### config.mk
export PLATFORM = sky130hd
export DESIGN_NAME = mono_sample_to_packet_converter
export DESIGN_NICKNAME = d
export VERILOG_FILES = /design/src/rtl/mono_packet_pkg.sv /design/src/rtl/sample_fifo.sv /design/src/rtl/mono_sample_to_packet_converter.sv
export SDC_FILE = /design/constraint.sdc
export NUM_CORES = 1
export LEC_CHECK = 0
export ABC_AREA = 1
export BUFFER_PORTS_ARGS = -buffer_cell sky130_fd_sc_hd__buf_2
export CAP_MARGIN = 20
export CORE_MARGIN = 10
export CORE_UTILIZATION = 45
export CTS_CLUSTER_SIZE = 14
export DETAILED_ROUTE_END_ITERATION = 16
export PLACE_DENSITY = 0.61
export SLEW_MARGIN = 20
export SYNTH_ARGS = -nofsm -noshare
export SYNTH_HDL_FRONTEND = slang
export SYNTH_HIERARCHICAL = 1
export SYNTH_SLANG_ARGS = --single-unit
### constraint.sdc
create_clock -name M_AXIS_ACLK -period 5.8 [get_ports M_AXIS_ACLK]
set_input_delay 1.16 -clock M_AXIS_ACLK [delete_from_list [all_inputs] [get_ports M_AXIS_ACLK]]
set_output_delay 1.16 -clock M_AXIS_ACLK [all_outputs]
set_load 0.05 [all_outputs]
### src/rtl/mono_packet_pkg.sv
// Shared types and defaults for the mono-sample to stereo-packet transmitter.
// Defines the FSM state type, default widths and the packet length.
package mono_packet_pkg;

    localparam int DATA_WIDTH_DEF   = 32;
    localparam int FIFO_DEPTH_DEF   = 4;
    localparam int BEATS_PER_PACKET = 2;

    typedef enum logic [1:0] {
        IDLE,
        SEND_LEFT,
        SEND_RIGHT
    } state_t;

endpackage

### src/rtl/sample_fifo.sv
// Small synchronous FIFO for mono samples; head is visible combinationally.
// Simultaneous push and pop are both honoured, leaving the count unchanged.
module sample_fifo #(
    parameter int WIDTH = 32,
    parameter int DEPTH = 4
) (
    input  logic             clk,
    input  logic             rst_n,
    input  logic             push,
    input  logic [WIDTH-1:0] wdata,
    input  logic             pop,
    output logic [WIDTH-1:0] rdata,
    output logic             full,
    output logic             empty
);

    localparam int AW = $clog2(DEPTH);
    localparam int CW = AW + 1;

    logic [WIDTH-1:0] mem [DEPTH];
    logic [AW-1:0]    wr_ptr;
    logic [AW-1:0]    rd_ptr;
    logic [CW-1:0]    count;

    assign rdata = mem[rd_ptr];
    assign full  = (count == CW'(DEPTH));
    assign empty = (count == '0);

    always_ff @(posedge clk) begin
        if (push) begin
            mem[wr_ptr] <= wdata;
        end
    end

    // Power-of-two depth lets the pointers wrap by natural overflow.
    always_ff @(posedge clk or negedge rst_n) begin
        if (!rst_n) begin
            wr_ptr <= '0;
            rd_ptr <= '0;
            count  <= '0;
        end else begin
            if (push) begin
                wr_ptr <= wr_ptr + 1'b1;
            end
            if (pop) begin
                rd_ptr <= rd_ptr + 1'b1;
            end
            unique case ({push, pop})
                2'b10:   count <= count + 1'b1;
                2'b01:   count <= count - 1'b1;
                default: count <= count;
            endcase
        end
    end

endmodule

### src/rtl/mono_sample_to_packet_converter.sv
// Buffers mono samples and emits each as a left/right AXI4-Stream packet.
// Both beats carry the same value; TLAST marks the right beat.
module mono_sample_to_packet_converter
    import mono_packet_pkg::*;
#(
    parameter int DATA_WIDTH = DATA_WIDTH_DEF,
    parameter int FIFO_DEPTH = FIFO_DEPTH_DEF
) (
    input  logic                  M_AXIS_ACLK,
    input  logic                  M_AXIS_ARESETN,
    input  logic                  mono_sample_valid,
    input  logic [DATA_WIDTH-1:0] mono_sample,
    output logic                  M_AXIS_TVALID,
    output logic [DATA_WIDTH-1:0] M_AXIS_TDATA,
    output logic                  M_AXIS_TLAST,
    input  logic                  M_AXIS_TREADY,
    output logic                  overflow
);

    state_t                state;
    logic                  fifo_full;
    logic                  fifo_empty;
    logic [DATA_WIDTH-1:0] head;
    logic                  pop;
    logic                  push;

    // Pop only when the hold register is free or about to be freed.
    assign pop = !fifo_empty &&
                 ((state == IDLE) ||
                  (state == SEND_RIGHT && M_AXIS_TREADY));

    assign push = mono_sample_valid && (!fifo_full || pop);

    sample_fifo #(
        .WIDTH (DATA_WIDTH),
        .DEPTH (FIFO_DEPTH)
    ) u_fifo (
        .clk   (M_AXIS_ACLK),
        .rst_n (M_AXIS_ARESETN),
        .push  (push),
        .wdata (mono_sample),
        .pop   (pop),
        .rdata (head),
        .full  (fifo_full),
        .empty (fifo_empty)
    );

    // TDATA doubles as the hold register for the sample in flight.
    always_ff @(posedge M_AXIS_ACLK or negedge M_AXIS_ARESETN) begin
        if (!M_AXIS_ARESETN) begin
            state         <= IDLE;
            M_AXIS_TVALID <= 1'b0;
            M_AXIS_TLAST  <= 1'b0;
            M_AXIS_TDATA  <= '0;
            overflow      <= 1'b0;
        end else begin
            overflow <= mono_sample_valid && !push;
            unique case (state)
                IDLE: begin
                    if (pop) begin
                        M_AXIS_TDATA  <= head;
                        M_AXIS_TVALID <= 1'b1;
                        M_AXIS_TLAST  <= 1'b0;
                        state         <= SEND_LEFT;
                    end
                end
                SEND_LEFT: begin
                    if (M_AXIS_TREADY) begin
                        M_AXIS_TLAST <= 1'b1;
                        state        <= SEND_RIGHT;
                    end
                end
                SEND_RIGHT: begin
                    if (M_AXIS_TREADY) begin
                        M_AXIS_TLAST <= 1'b0;
                        if (pop) begin
                            M_AXIS_TDATA <= head;
                            state        <= SEND_LEFT;
                        end else begin
                            M_AXIS_TVALID <= 1'b0;
                            state         <= IDLE;
                        end
                    end
                end
                default: begin
                    M_AXIS_TVALID <= 1'b0;
                    M_AXIS_TLAST  <= 1'b0;
                    state         <= IDLE;
                end
            endcase
        end
    end

endmodule

; After elaboration in Yosys (flattened, before gate mapping)
; Memory sizes are Yosys's and may differ from the RTL's.
; Cells that the tools add are included.
[op_classes]
addsub = 4
multipliers = 0
div = 0
magnitude_cmp = 0
n_eq_ne = 9
shifts = 0
mux = 19
bitwise_logic = 1
reduce_logical = 16
[ops]
columns = cell, count
row1 = 2-to-1 mux 32 bit, 2
row2 = case mux 32 bit (2 select lines), 1
row3 = 2-to-1 mux 1 bit, 9
row4 = inequality test 2 bit (second input constant), 4
row5 = 2-to-1 mux 2 bit, 3
row6 = case mux 1 bit (3 select lines), 2
row7 = case mux 2 bit (3 select lines), 1
row8 = case mux 3 bit (2 select lines), 1
row9 = adder 2 x 1 -> 2 bit (second input constant), 2
row10 = == test 2 x 1 -> 1 bit (second input constant), 2
row11 = == test 2 bit (second input constant), 2
row12 = logical AND 1 bit, 4
row13 = AND reduction 4 bit, 1
row14 = nonzero test 2 bit, 2
row15 = adder 3 x 1 -> 3 bit (second input constant), 1
row16 = == test 3 bit (second input constant), 1
row17 = logical NOT 1 bit, 3
row18 = logical NOT 3 bit, 1
row19 = AND reduction 3 bit, 1
row20 = subtractor 3 x 1 -> 3 bit (second input constant), 1
row21 = logical NOT 2 bit, 1
row22 = logical OR 1 bit, 2
row23 = AND reduction 2 bit, 1
row24 = inverter 1 bit, 1
[totals]
ff_bits = 44
latchBits = 0
mem_bits_rw = 128
romBits = 0
in_bits = 36
output_inout_bits = 35
mem_count = 1
[memory_table]
columns = memory, words, width, read_ports, rd_ports_with_merged_regs, wr, line_no
row1 = u_fifo.mem, 4, 32, 1, 0, 1, sample_fifo.sv:20  ; logic [WIDTH-1:0] mem [DEPTH];

; Longest topological paths before layout
[depth]
word_depth = 8
depth_mapped = 15
mapped_depth_nobuf = 13

; Modules after synthesis
; Netlist, hierarchy kept.
[by_module_without_submodules]
columns = mod, n_inst, cells_each, area_each_um2, seq_area_each_um2
row1 = sample_fifo, 1, 422, 5456.5, 4018.9
row2 = mono_sample_to_packet_converter, 1, 160, 1425.1, 900.9

; Least setup slack after synthesis
; Ideal clock, no wire load.
[synth_timing]
path_kind = input port to flip-flop
start = input M_AXIS_TREADY
end = memory u_fifo.mem[1][0] (enable)
t_arrival_ns = 2.597
slack_ns = 2.816
path_stages = 8
path_cell_list = inv_1 > nand2_1 > nand2_4 > buf_6 > a21oi_1 > clkbuf_1 > nand2_1 > inv_1
[synth_between]
elab_chain_cells = 7
[synth_rtl]
columns = item, line_no
row1 = start: declaration, mono_sample_to_packet_converter.sv:16  ; input logic M_AXIS_TREADY,
row2 = logical AND 1 bit, mono_sample_to_packet_converter.sv:30  ; (state == SEND_RIGHT && M_AXIS_TREADY));
row3 = logical OR 1 bit, mono_sample_to_packet_converter.sv:29  ; ((state == IDLE) ||
row4 = logical AND 1 bit, mono_sample_to_packet_converter.sv:28  ; assign pop = !fifo_empty &&
row5 = logical OR 1 bit, mono_sample_to_packet_converter.sv:32  ; assign push = mono_sample_valid && (!fifo_full || pop);
row6 = logical AND 1 bit, mono_sample_to_packet_converter.sv:32
row7 = named net push, mono_sample_to_packet_converter.sv:25  ; logic push;
row8 = 2-to-1 mux 1 bit, sample_fifo.sv:30  ; if (push) begin
row9 = 2-to-1 mux 1 bit (not written as such), sample_fifo.sv:31  ; mem[wr_ptr] <= wdata;
row10 = end: declaration, sample_fifo.sv:20
; The timed path passes the listed nets, and every way through them passes these cells.

; Worst setup path in the final report
[layout_timing]
start = input M_AXIS_TREADY
end = register u_fifo.count[1]
[layout_between]
elab_chain_cells = 7
elab_cells_between_ends = 9
cone_classes = 2 x eq/ne / 1 x mux / 6 x reduce/logical
[layout_rtl]
columns = item, line_no
row1 = logical AND 1 bit (*), mono_sample_to_packet_converter.sv:30
row2 = logical OR 1 bit (*), mono_sample_to_packet_converter.sv:29
row3 = logical AND 1 bit (*), mono_sample_to_packet_converter.sv:28
row4 = logical OR 1 bit (*), mono_sample_to_packet_converter.sv:32
row5 = logical AND 1 bit (*), mono_sample_to_packet_converter.sv:32
row6 = named net push, mono_sample_to_packet_converter.sv:25
row7 = == test 2 x 1 -> 1 bit or == test 2 bit (tied branches), sample_fifo.sv:48  ; unique case ({push, pop})
row8 = case mux 3 bit (2 select lines) or nonzero test 2 bit (tied branches), -
row9 = end signal: assignment, sample_fifo.sv:49  ; 2'b10: count <= count + 1'b1;
row10 = end signal: assignment, sample_fifo.sv:50  ; 2'b01: count <= count - 1'b1;
row11 = end signal: assignment, sample_fifo.sv:51  ; default: count <= count;
row12 = end: declaration, sample_fifo.sv:23  ; logic [CW-1:0] count;
; The timed path passes the listed nets; every way through them passes the cells marked *.
; A chain may end at the register's enable or synchronous reset.

==> metrics.md <==
| Metric | Value |
|---|---|
| Status | `finished, final reports clean` |
| CP max stage cell | `a21oi_1` |
| Post-Syn Instances | `about 580` |
| # IOs | `71` |
| Syn Area/Cell | `roughly 12 µm²` |
| R2r startpoint | `u_fifo/count[0]` |
| Cells on worst reg2reg path | `12` |
| Sequential fraction of the synthesis area | `71.5%` |
| Net Count, Synth | `624` |
| Slew Limit Fails | `0` |
| RSZ-0062 raised after global routing | `no` |
| Core ar. | `between 0.015 and 0.02 mm²` |
| DR iter-0 viols | `226` |
| Max FO, Critical Path | `36` |
| Peak Freq | `0.341 GHz` |
| Sink Count | `171` |
| Slowest stage delay, CP | `0.62 ns` |
| PD cells | `587 mW/mm²` |
| Gr ovfl total | `0` |
| Worst-path cell chain | `buf_2, inv_1, nand2_1, nand2_4, a21oi_1, inv_1, ha_1, inv_1, fa_1, o21ai_0` |
| TritonRoute pass-1 iters | `4` |
| Min-delay worst type | `register to register` |
| Crit path depth | `10` |
| Clock Skew | `0.00560 ns` |
| Drt drc | `0` |
| Post-CTS Setup Bufs | `0` |
| Nets | `691` |
| Layout cells sized above 1 | `about 17%` |
| Input/output buffers | `70` |
| DR vias/cell | `4.86` |
| Buffers & Inverters on Critical Path | `4` |
| Crit start category | `input port` |
| Static Leakage | `between 3 and 4 nW` |
| Vias | `4138` |
| Vert. Die Dim | `144 µm` |
| Peak VDD IR | `0.267 mV` |
| Setup violators final | `0` |
| CTS buffer count | `17` |
| EDFF count, synth | `128` |
| TritonCTS clock tree | `yes` |
| WL final | `13300 µm` |
| Crit path max-delay family | `compound AO/OA/AOI/OAI gates` |
| Worst-path clk slew | `roughly 0.060 ns` |
| Maximum root-to-sink buffer count | `2` |
| GRT Resource Usage Total | `13.8%` |
| Clk_lat worst skew | `0.42 ns` |
| CP startpoint | `M_AXIS_TREADY` |
| Measured slew at the worst slew-check pin | `0.689 ns` |
| CP required | `6.14 ns` |
| Final hold vios | `0` |
| First-pass GRT wire length | `between 20000 and 25000 µm` |
| Antenna violations before repair | `0` |
| Synth top area cells | `edfxtp_1 (56%), dfrtp_1 (16%), nand2_1 (11%), o211ai_1 (7.0%), inv_1 (4.5%)` |
| Worst EP arrival | `between 3 and 4 ns` |
| Final GP Congestion | `between 0.8 and 0.9` |
| Post-layout util | `52.7%` |
| Critical Path Sink | `u_fifo/count[1]` |
| Fillers | `1311` |
| H-tree depth | `4` |
| Hold_buf cts | `0` |
| Die Wd | `144 µm` |
| R2R setup slack | `between 3 and 4 ns` |
| Syn. warnings | `6` |
| Setup_tns | `0 ns` |
| DP HPWL | `8180 µm` |
| Relative slew slack | `54.1%` |
| Yosys reg bits | `171` |
| Initial Util | `45.6%` |
| Max cap viols | `0` |
| Worst R2R End | `u_fifo/count[2]` |
| Ys async rst share | `25.1%` |
| Setup CP Type | `input port to register` |
| CTS resizes | `0` |
| Routed len/inst | `15.6 µm` |
| Vias in the first global route | `between 4000 and 5000` |
| Unique masters post-synth | `26` |
| Cell mode on critical path | `inv_1` |
| Tmin final | `~2.9 ns` |
| Root buffer cell | `clkbuf_16` |
| Area leader, netlist | `edfxtp_1` |
| Crit share post-route | `about half` |
| Die ar. | `0.0206 mm²` |
| Largest net degree at the start of global routing | `73` |
| Antenna viol nets, final | `0` |
| Std cell rows | `45` |
| Hold_ws | `0.473 ns` |
| Setup crit end kind | `register` |
| Mapped Area | `approximately 0.0069 mm²` |
| Layout area overhead | `15.5%` |
| Post-synth top area share | `55.9%` |
| Top_reg_cell synth | `edfxtp_1` |
## cells in the mapped netlist, types with 3 or more instances
cell      instances
inv_1            83
o211ai_1         64
xor2_1            3
buf_6             3
edfxtp_1        128
dfrtp_1          43
nand2_1         210
ha_1              5
buf_2            18
o21ai_0           3
buf_4             3
## power breakdown
part           internal, mW  leakage (nW)  total (mW)  switching [mW]
logic                 0.438          1.48        1.67            1.24
clock network         0.678         0.282        1.14           0.458
registers              1.68          1.70        1.86           0.180
total                  2.79          3.47        4.67            1.87
## worst min-delay path, delay by kind of cell (launching register included)
kind / cells / cell delay [ns]
DFF: 1 / 0.34
and+or+nand+nor: 2 / 0.10
## worst min path at each step
stage,cells after the start,slack (ns),start,to
2_1_floorplan,2,0.46,u_fifo/count[2],u_fifo/count[2]
4_1_cts,2,0.48,M_AXIS_TDATA[22],M_AXIS_TDATA[22]
6_report,2,0.47,M_AXIS_TDATA[0],M_AXIS_TDATA[0]
3_5_place_dp,2,0.46,M_AXIS_TDATA[16],M_AXIS_TDATA[16]
3_3_place_gp,2,0.46,M_AXIS_TDATA[5],M_AXIS_TDATA[5]
5_1_grt,2,0.49,M_AXIS_TDATA[22],M_AXIS_TDATA[22]
## per-stage QoR
step	setup slack (ns)	instances	total power, mW	area, µm²
after floorplan	2.82	582	3.20	6880
after detailed placement	2.40	818	3.59	7340
after CTS	2.88	850	4.74	7950
after global routing	2.59	850	5.00	7950
after global placement	2.58	818	3.54	7340
final	2.87	851	4.67	7950
## kinds of logic after synthesis
family | after synthesis | synth area share (%)
fa+ha+maj | 6 | 1.20
simple gates | 219 | 12.3
buf+inv | 113 | 7.18
flops | 171 | 71.5
xor+xnor | 4 | 0.509
compound gates | 69 | 7.35
## sequential cells by signal (all words and copies together) (netlist names)
| name | cells |
|---|---|
| u_fifo/mem | 128 |
| M_AXIS_TDATA | 32 |
| u_fifo/count | 3 |
| state | 2 |
| u_fifo/rd_ptr | 2 |
| u_fifo/wr_ptr | 2 |
| M_AXIS_TVALID | 1 |
| overflow | 1 |
## cell type report
type	count	area, µm²	area share (%)
Sequential cell	171	4920	61.9
Multi-Input combinational cell	298	1470	18.5
Clock buffer	18	429	5.40
Timing Repair Buffer	76	398	5.00
Inverter	85	322	4.04
Tap cell	188	235	2.96
Clock inverter	14	174	2.19
Antenna cell	1	2.50	0.0315
## placed cells by master (no fill, tap or decap), types with 2 or more instances in the layout
cell	Yosys	layout
clkinv_1	0	4
nor3_1	2	2
o21ai_0	3	3
buf_2	18	69
nand2_1	210	210
o211ai_1	64	64
edfxtp_1	128	128
nor2_1	2	2
dfrtp_1	43	42
clkbuf_16	0	17
nand3_1	2	2
buf_4	3	7
xor2_1	3	3
bufinv_16	0	3
clkinv_2	0	2
clkinv_4	0	5
inv_1	83	79
clkinvlp_4	0	4
ha_1	5	5
## metal layers
| metal | wire length (µm) | global-route usage (%) |
|---|---|---|
| met2 | 6340 | 21.6 |
| met4 | 161 | 5.43 |
| met3 | 596 | 4.32 |
| met1 | 6160 | 17.5 |
| met5 | 0 | 0 |
(Power assumes the default switching activity.)
